$ cat src/rtl/ex_div_if.sv
// Handshake between the EX stage and the iterative divider: the operand request
// going in, and the stall, busy and result signals coming back.
interface ex_div_if;
  logic        start_i;
  logic [1:0]  op_i;
  logic [31:0] dividend_i;
  logic [31:0] divisor_i;
  logic        stallreq_o;
  logic        result_valid_o;
  logic [31:0] result_o;
  logic        busy_o;

  modport master (
    output start_i, op_i, dividend_i, divisor_i,
    input  stallreq_o, result_valid_o, result_o, busy_o
  );

  modport slave (
    input  start_i, op_i, dividend_i, divisor_i,
    output stallreq_o, result_valid_o, result_o, busy_o
  );
endinterface

$ cat src/rtl/ex_div_unit.sv
// Restoring 32-bit divider for div.w/mod.w/div.wu/mod.wu. Takes 34 cycles in EX,
// stalls ID/EX while it works, and is cancelled by any of the three flushes.
//   state  | meaning
//   IDLE   | waiting for a divide op at the EX inputs
//   CALC   | 32 iterations, one quotient bit per cycle, MSB first
//   DONE   | one-cycle result pulse toward the EX result mux
module ex_div_unit (
  input  logic     clk,
  input  logic     rst,
  input  logic     flush,
  input  logic     excp_flush,
  input  logic     ertn_flush,
  ex_div_if.slave  div_if
);

  localparam logic [1:0] S_IDLE = 2'd0;
  localparam logic [1:0] S_CALC = 2'd1;
  localparam logic [1:0] S_DONE = 2'd2;

  logic [1:0]  state_q, state_d;
  logic        mod_q, mod_d;
  logic        q_neg_q, q_neg_d;
  logic        r_neg_q, r_neg_d;
  logic        dz_q, dz_d;
  logic [31:0] quo_q, quo_d;
  logic [31:0] dvs_q, dvs_d;
  logic [31:0] raw_q, raw_d;
  logic [31:0] res_q, res_d;
  logic [32:0] rem_q, rem_d;
  logic [4:0]  cnt_q, cnt_d;

  logic        kill;
  logic        is_signed;
  logic        a_neg;
  logic        b_neg;
  logic [31:0] a_mag;
  logic [31:0] b_mag;
  logic [32:0] shifted;
  logic        ge;
  logic [31:0] final_res;

  always_comb begin
    kill      = flush | excp_flush | ertn_flush;
    is_signed = ~div_if.op_i[1];
    a_neg     = is_signed & div_if.dividend_i[31];
    b_neg     = is_signed & div_if.divisor_i[31];
    a_mag     = a_neg ? (~div_if.dividend_i + 32'd1) : div_if.dividend_i;
    b_mag     = b_neg ? (~div_if.divisor_i + 32'd1) : div_if.divisor_i;

    // quo_q doubles as the dividend shift register: dividend bits leave at the
    // top while quotient bits enter at the bottom.
    shifted = {rem_q[31:0], quo_q[31]};
    ge      = rem_q[32] | (shifted >= {1'b0, dvs_q});

    if (dz_q)
      final_res = mod_q ? raw_q : 32'hFFFF_FFFF;
    else if (mod_q)
      final_res = r_neg_q ? (~rem_q[31:0] + 32'd1) : rem_q[31:0];
    else
      final_res = q_neg_q ? (~quo_q + 32'd1) : quo_q;
  end

  always_comb begin
    state_d = state_q;
    mod_d   = mod_q;
    q_neg_d = q_neg_q;
    r_neg_d = r_neg_q;
    dz_d    = dz_q;
    quo_d   = quo_q;
    dvs_d   = dvs_q;
    raw_d   = raw_q;
    res_d   = res_q;
    rem_d   = rem_q;
    cnt_d   = cnt_q;

    case (state_q)
      S_IDLE: begin
        if (div_if.start_i && !kill) begin
          mod_d   = div_if.op_i[0];
          q_neg_d = a_neg ^ b_neg;
          r_neg_d = a_neg;
          dz_d    = (div_if.divisor_i == 32'd0);
          quo_d   = a_mag;
          dvs_d   = b_mag;
          raw_d   = div_if.dividend_i;
          rem_d   = 33'd0;
          cnt_d   = 5'd0;
          state_d = S_CALC;
        end
      end
      S_CALC: begin
        if (ge) begin
          rem_d = shifted - {1'b0, dvs_q};
          quo_d = {quo_q[30:0], 1'b1};
        end else begin
          rem_d = shifted;
          quo_d = {quo_q[30:0], 1'b0};
        end
        cnt_d = cnt_q + 5'd1;
        if (cnt_q == 5'd31)
          state_d = S_DONE;
      end
      S_DONE: begin
        if (!kill)
          res_d = final_res;
        state_d = S_IDLE;
      end
      default: state_d = S_IDLE;
    endcase

    if (kill)
      state_d = S_IDLE;
  end

  always_ff @(posedge clk or posedge rst) begin
    if (rst) begin
      state_q <= S_IDLE;
      mod_q   <= 1'b0;
      q_neg_q <= 1'b0;
      r_neg_q <= 1'b0;
      dz_q    <= 1'b0;
      quo_q   <= 32'd0;
      dvs_q   <= 32'd0;
      raw_q   <= 32'd0;
      res_q   <= 32'd0;
      rem_q   <= 33'd0;
      cnt_q   <= 5'd0;
    end else begin
      state_q <= state_d;
      mod_q   <= mod_d;
      q_neg_q <= q_neg_d;
      r_neg_q <= r_neg_d;
      dz_q    <= dz_d;
      quo_q   <= quo_d;
      dvs_q   <= dvs_d;
      raw_q   <= raw_d;
      res_q   <= res_d;
      rem_q   <= rem_d;
      cnt_q   <= cnt_d;
    end
  end

  always_comb begin
    div_if.stallreq_o     = (((state_q == S_IDLE) & div_if.start_i) | (state_q == S_CALC)) & ~kill;
    div_if.result_valid_o = (state_q == S_DONE) & ~kill;
    div_if.result_o       = (state_q == S_DONE) ? final_res : res_q;
    div_if.busy_o         = (state_q != S_IDLE);
  end

endmodule

$ cat src/flat_wrapper.sv
// flat-port wrapper written by rule: the top's interface ports become plain ports
module ex_div_unit_flat 
  (clk, rst, flush, excp_flush, ertn_flush, div_if_start_i, div_if_op_i, div_if_dividend_i, div_if_divisor_i, div_if_stallreq_o, div_if_result_valid_o, div_if_result_o, div_if_busy_o);
  ex_div_if div_if_i ();
  input  logic clk;
  input  logic rst;
  input  logic flush;
  input  logic excp_flush;
  input  logic ertn_flush;
  input wire logic [$bits(div_if_i.start_i)-1:0] div_if_start_i;
  input wire logic [$bits(div_if_i.op_i)-1:0] div_if_op_i;
  input wire logic [$bits(div_if_i.dividend_i)-1:0] div_if_dividend_i;
  input wire logic [$bits(div_if_i.divisor_i)-1:0] div_if_divisor_i;
  output wire logic [$bits(div_if_i.stallreq_o)-1:0] div_if_stallreq_o;
  output wire logic [$bits(div_if_i.result_valid_o)-1:0] div_if_result_valid_o;
  output wire logic [$bits(div_if_i.result_o)-1:0] div_if_result_o;
  output wire logic [$bits(div_if_i.busy_o)-1:0] div_if_busy_o;
  assign div_if_i.start_i = div_if_start_i;
  assign div_if_i.op_i = div_if_op_i;
  assign div_if_i.dividend_i = div_if_dividend_i;
  assign div_if_i.divisor_i = div_if_divisor_i;
  assign div_if_stallreq_o = div_if_i.stallreq_o;
  assign div_if_result_valid_o = div_if_i.result_valid_o;
  assign div_if_result_o = div_if_i.result_o;
  assign div_if_busy_o = div_if_i.busy_o;
  ex_div_unit u_core (.clk(clk), .rst(rst), .flush(flush), .excp_flush(excp_flush), .ertn_flush(ertn_flush), .div_if(div_if_i));
endmodule
$ cat config.mk
export PLATFORM = sky130hd
export DESIGN_NAME = ex_div_unit_flat
export DESIGN_NICKNAME = d
export VERILOG_FILES = /design/src/rtl/ex_div_if.sv /design/src/rtl/ex_div_unit.sv /design/src/flat_wrapper.sv
export SDC_FILE = /design/constraint.sdc
export NUM_CORES = 1
export LEC_CHECK = 0
export BUFFER_PORTS_ARGS = -buffer_cell sky130_fd_sc_hd__buf_2
export CORE_ASPECT_RATIO = 1.25
export CORE_MARGIN = 2
export CORE_UTILIZATION = 60
export DETAILED_ROUTE_END_ITERATION = 7
export MAX_ROUTING_LAYER = met4
export PLACE_DENSITY = 0.8
export REMOVE_ABC_BUFFERS = 1
export SYNTH_ARGS = -nofsm -noshare
export SYNTH_HDL_FRONTEND = slang
export SYNTH_SLANG_ARGS = --single-unit
$ cat constraint.sdc
create_clock -name clk -period 5.8 [get_ports clk]
set_input_delay 0.58 -clock clk [delete_from_list [all_inputs] [get_ports clk]]
set_output_delay 0.58 -clock clk [all_outputs]
set_load 0.005 [all_outputs]
* After elaboration in Yosys (flattened, before gate mapping)
Index checks and enable logic that the tools add are counted.
** Word-level totals
- Word-level logic and storage cells :: 70
- Output and inout bits :: 35
- Flip-flop bits (word level) :: 172
- Input bits :: 72
** Cells by class
- Order comparisons :: 1
- Reductions and logical operators :: 10
- Multiplexer cells :: 20
- Bitwise logic cells :: 16
- Equal/unequal tests :: 6
- $add $sub $neg :: 6
** Operators with widths (count)
- 32-bit 2-to-1 mux :: 9
- 32-bit by 1-bit adder with 32-bit output, second input constant :: 4
- 32-bit NOT :: 4
- 33-bit 2-to-1 mux :: 2
- 33-bit one-hot mux with 2 select lines :: 1
- 32-bit one-hot mux with 2 select lines :: 1
- 33-bit by 32-bit greater-or-equal comparator with 1-bit output :: 1
- 33-bit by 32-bit subtractor with 33-bit output :: 1
- 32-bit zero test :: 1
- 5-bit one-hot mux with 2 select lines :: 1
- 2-bit AND reduction :: 4
- 2-bit 2-to-1 mux :: 3
- 3-bit by 1-bit inequality test with 1-bit output, second input constant :: 2
- 5-bit by 1-bit adder with 5-bit output, second input constant :: 1
- 1-bit bitwise AND :: 5
- 5-bit equality test, second input constant :: 1
- 5-bit 2-to-1 mux :: 1
- 1-bit OR :: 4
- 2-bit one-hot mux with 2 select lines :: 1
- 2-bit nonzero test :: 2
- 2-bit by 1-bit equality test with 1-bit output, second input constant :: 1
- 2-bit equality test, second input constant :: 1
- 2-bit zero test :: 1
- 2-bit by 1-bit inequality test with 1-bit output, second input constant :: 1
- 5 further kinds :: 6

* Depth between registers and ports, before layout
- Depth in word-level cells :: 7
- Mapped depth :: 13
- Gate-level depth less buffers :: 13

* Least setup slack after synthesis
OpenSTA, ideal clock, no wires.
- Kind :: register to output
- Start :: register u_core.quo_q[20]
- End :: output div_if_result_o[31]
- Path slack :: 2.423 ns
- Stages on the path, launching flop included :: 10
- Path buffers :: 1
- Arrival :: 2.797 ns
- Path through :: dfrtp_1 > clkbuf_1 > or4_4 > or4_1 > or2_1 > or4_1 > o31ai_2 > xnor2_1 > o22ai_1 > o31ai_1
** Between the ends
- Cells in the longest elaborated chain, start to end :: 6
** Ends and longest elaborated chain
- from (decl) :: RTL line ex_div_unit.sv:25 : logic [31:0] quo_q, quo_d;
- from (signal assigned) :: RTL line ex_div_unit.sv:134 : quo_q <= quo_d;
- 32-bit NOT :: RTL line ex_div_unit.sv:60 : final_res = q_neg_q ? (~quo_q + 32'd1) : quo_q;
- 32-bit by 1-bit adder with 32-bit output :: RTL line ex_div_unit.sv:60
- 32-bit 2-to-1 mux :: RTL line ex_div_unit.sv:60
- 32-bit 2-to-1 mux :: RTL line ex_div_unit.sv:57 : else if (mod_q)
- 32-bit 2-to-1 mux :: RTL line ex_div_unit.sv:55 : if (dz_q)
- 32-bit 2-to-1 mux :: RTL line ex_div_unit.sv:146 : div_if.result_o = (state_q == S_DONE) ? final_res : res_q;
- to (decl) :: RTL line flat_wrapper.sv:16 : output wire logic [$bits(div_if_i.result_o)-1:0] div_if_result_o;
No other way between the ends.

* Final worst setup path
- Start :: register u_core.rem_q[6]
- End :: output div_if_result_o[27]
** Between the ends
- Cells in the longest elaborated chain, start to end :: 6
** Ends and longest elaborated chain
- from (decl) :: RTL line ex_div_unit.sv:29 : logic [32:0] rem_q, rem_d;
- from (signal assigned) :: RTL line ex_div_unit.sv:138 : rem_q <= rem_d;
- 32-bit NOT :: RTL line ex_div_unit.sv:58 : final_res = r_neg_q ? (~rem_q[31:0] + 32'd1) : rem_q[31:0];
- 32-bit by 1-bit adder with 32-bit output :: RTL line ex_div_unit.sv:58
- 32-bit 2-to-1 mux :: RTL line ex_div_unit.sv:58
- 32-bit 2-to-1 mux :: RTL line ex_div_unit.sv:57
- 32-bit 2-to-1 mux :: RTL line ex_div_unit.sv:55
- 32-bit 2-to-1 mux :: RTL line ex_div_unit.sv:146
No other way between the ends.

==> flow_summary.ini <==
[status]
status = finished clean

[critical_path]
rrSetupSlack_ns = 1.87
setup.worst_path.end_class = output pin
start_kind = register
required_ns = 5.22
worstPathArrival_ns = 3.66
path_class = reg -> out
crit_fanout = 8

[timing]
hold_violations = 0
relSlewSlack_pct = 21.5
setup-tns-final_ns = 0
setup_viol = 0
maxSlewViolCount = 0
fin_crit_sh_pct = 73.1
tightest_slew_ns = 1.18
period_needed_ns = 4.24
max_freq_mhz = 236
rsz0062_at_grt = no
skew_ns = 0.0103

[global_routing]
grt_max_degree = 95
antenna_found_initial = 0
grt_pass1_wl_um = 50000
grt_usage_pct = 30.4
grt_pass1_vias = 10127
grt.overflow.total = 0

[cts]
clkLatencyLatePin_ns = 0.44
cts_buffers = 17
cts_tree = built
ctsResizeCount = 0
ctsHtreeMaxLevel = 4
clock_sinks = 172
cts_root_buffer = clkbuf_16
post_cts_buffers = 0
clk_path_buf_depth = 2
clk_pin_slew_ns = 0.07
cts-hold-fix-buffers = 0

[floorplanning]
die_w_um = 131
die_height_um = 162
start_util_pct = 61.5
ios = 107
std_cell_rows = 57
die_area_um2 = 21200
core_area_um2 = 19500

[min_path]
hp-class = in -> async

[run]
cap_violations = 0

[synth]
synthCells = 1503
synthFlopType = dfrtp_1
synth_warnings = 0
synthArstFlopShare_pct = 100
netlist_area_um2 = 12000
synth_seq_cells = 172
synth-edff-count = 0
ys_seq_area_share_pct = 35.8
synth_area_leaders = dfrtp_1 36%, nand2_1 9.8%, o21ai_0 9.2%, xnor2_1 5.7%, xor2_1 4.6%
netlist.area_leader.share_pct = 35.8
synth_top_area_cell = dfrtp_1
synth_cell_types = 69
syn_avg_cell_area_um2 = 7.99

[final_layout]
nFillCells = 1675
mostFrequentLayoutCells = 312 x nand2_1, 222 x o21ai_0, 172 x dfrtp_1
antennaDiodeCount = 0
final_common_cell = nand2_1
utilization_pct = 67.7
nNetsFinal = 1657
syn_to_final_growth_pct = 10.2
drive_gt1_share_pct = 11.6
instances_no_fill = 1823

[detailed_routing]
vias = 10968
wl_um = 30300
dr.pass1.iters = 6
drtAntennaViolNets = 0
drt-initial-drc-count = 1074
via_per_inst = 6.02
drc = 0
post_drt_wl_per_cell_um = 16.6

[place]
placedCellCount = 1792
port_buffers = 106
dp_hpwl_um = 21600
globalplace.congestion = 0.916

[pwr]
power.leakage_nw = 5.91
ir_drop_mv = 0.346
totalPowerFinal_w = 0.00590
powerDensity_nw_per_um2 = 445
## report_power, final
group / switching (W) / internal, W / leakage (nW)
combinational: 0.00169 / 0.00121 / 3.40
sequential: 0.000392 / 0.00145 / 2.24
clock: 0.000483 / 0.000666 / 0.267
total: 0.00256 / 0.00333 / 5.91
## metal layers
metal | share of wire [%] | vias to the layer above | GRT usage (%)
met1 | 44 | 5159 | 39.8
met3 | 5.2 | 53 | 3.79
met4 | 2.2 | 0 | 9.53
li1 | - | 5373 | -
met2 | 49 | 383 | 49.3
met5 | 0 | - | -
## sequential cells by signal (all words and copies together), names as in the netlist
register,flops
u_core.r_neg_q,1
u_core.dz_q,1
u_core.mod_q,1
u_core.dvs_q,32
u_core.res_q,32
u_core.raw_q,32
u_core.state_q,2
u_core.rem_q,33
u_core.quo_q,32
u_core.q_neg_q,1
u_core.cnt_q,5
## worst paths after layout
check	startpoint	to	cells past startpoint
worst min register to register	u_core.raw_q[31]$_DFFE_PP0P_	u_core.raw_q[31]$_DFFE_PP0P_	2
worst min-delay path	rst	u_core.dvs_q[3]$_DFFE_PP0P_	2
max in group asynchronous	rst	u_core.raw_q[9]$_DFFE_PP0P_	3
worst max register to register	u_core.rem_q[5]$_DFFE_PP0P_	u_core.rem_q[28]$_DFFE_PP0P_	10
min in group clk	div_if_op_i[0]	u_core.mod_q$_DFFE_PP0P_	3
worst max-delay path	u_core.rem_q[6]$_DFFE_PP0P_	div_if_result_o[27]	10
## cell type report
type,count,area [um^2],area share [%]
clock buffer,22,474,3.58
inverter,55,211,1.60
tap,265,332,2.50
multi-input combinational,1182,7180,54.3
clock inverter,9,114,0.860
timing repair buffer,118,621,4.69
sequential,172,4300,32.5
## worst max-delay path, cell delays in order, from the launching register on
cell      delay [ns]
dfrtp_1         0.48
or4_4           0.59
or4_4           0.47
nor4b_2         0.47
nand2_1         0.13
or2_1           0.33
o21ai_2         0.15
xnor2_1         0.19
o221ai_2        0.15
o21ai_1         0.14
buf_2           0.14
## metrics by stage
| step | cell area (um^2) | hold WS (ns) | worst slack, ns |
|---|---|---|---|
| finish | 13200 | 0.310 | 1.56 |
| global route | 13200 | 0.384 | 1.33 |
| CTS | 13200 | 0.333 | 1.54 |
| detailed placement | 12700 | 0.458 | 1.92 |
| global placement | 12700 | 0.453 | 2.09 |
| floorplan | 11700 | 0.440 | 0.560 |
## cell families (layout without fill, tap and decap cells)
logic type / count (synthesis) / count (layout) / share of synthesized area (%)
and+or+nand+nor: 505 / 505 / 18.8
AOI/OAI and AO/OA: 471 / 471 / 24.1
DFF: 172 / 172 / 35.8
buffers and inverters: 149 / 204 / 4.72
xor gates and xnor gates: 141 / 141 / 10.3
adders and majority gates: 39 / 39 / 4.12
muxes: 26 / 26 / 2.22
## cells in the mapped netlist (3+ instances only)
library cell	instances
nand2_1	313
o21ai_0	222
dfrtp_1	172
clkbuf_1	81
xnor2_1	78
a21oi_1	64
xor2_1	63
nor2_1	59
inv_1	55
ha_1	38
a22oi_1	33
o31ai_1	30
mux2i_1	24
nor3_1	21
nand3_1	19
or3_1	15
a31oi_1	14
a21o_1	13
o41ai_1	13
nor2b_1	12
o21ai_1	12
nand2b_1	11
or4_1	11
o211ai_1	9
a32oi_1	8
a211oi_1	7
buf_1	7
nor4_1	7
and3_1	6
buf_2	6
nand4_1	6
o221ai_1	6
or2_2	6
o21a_1	4
a22o_1	3
and2_1	3
o22ai_1	3
o32ai_1	3
or4_4	3
(Power assumes the default switching activity.)
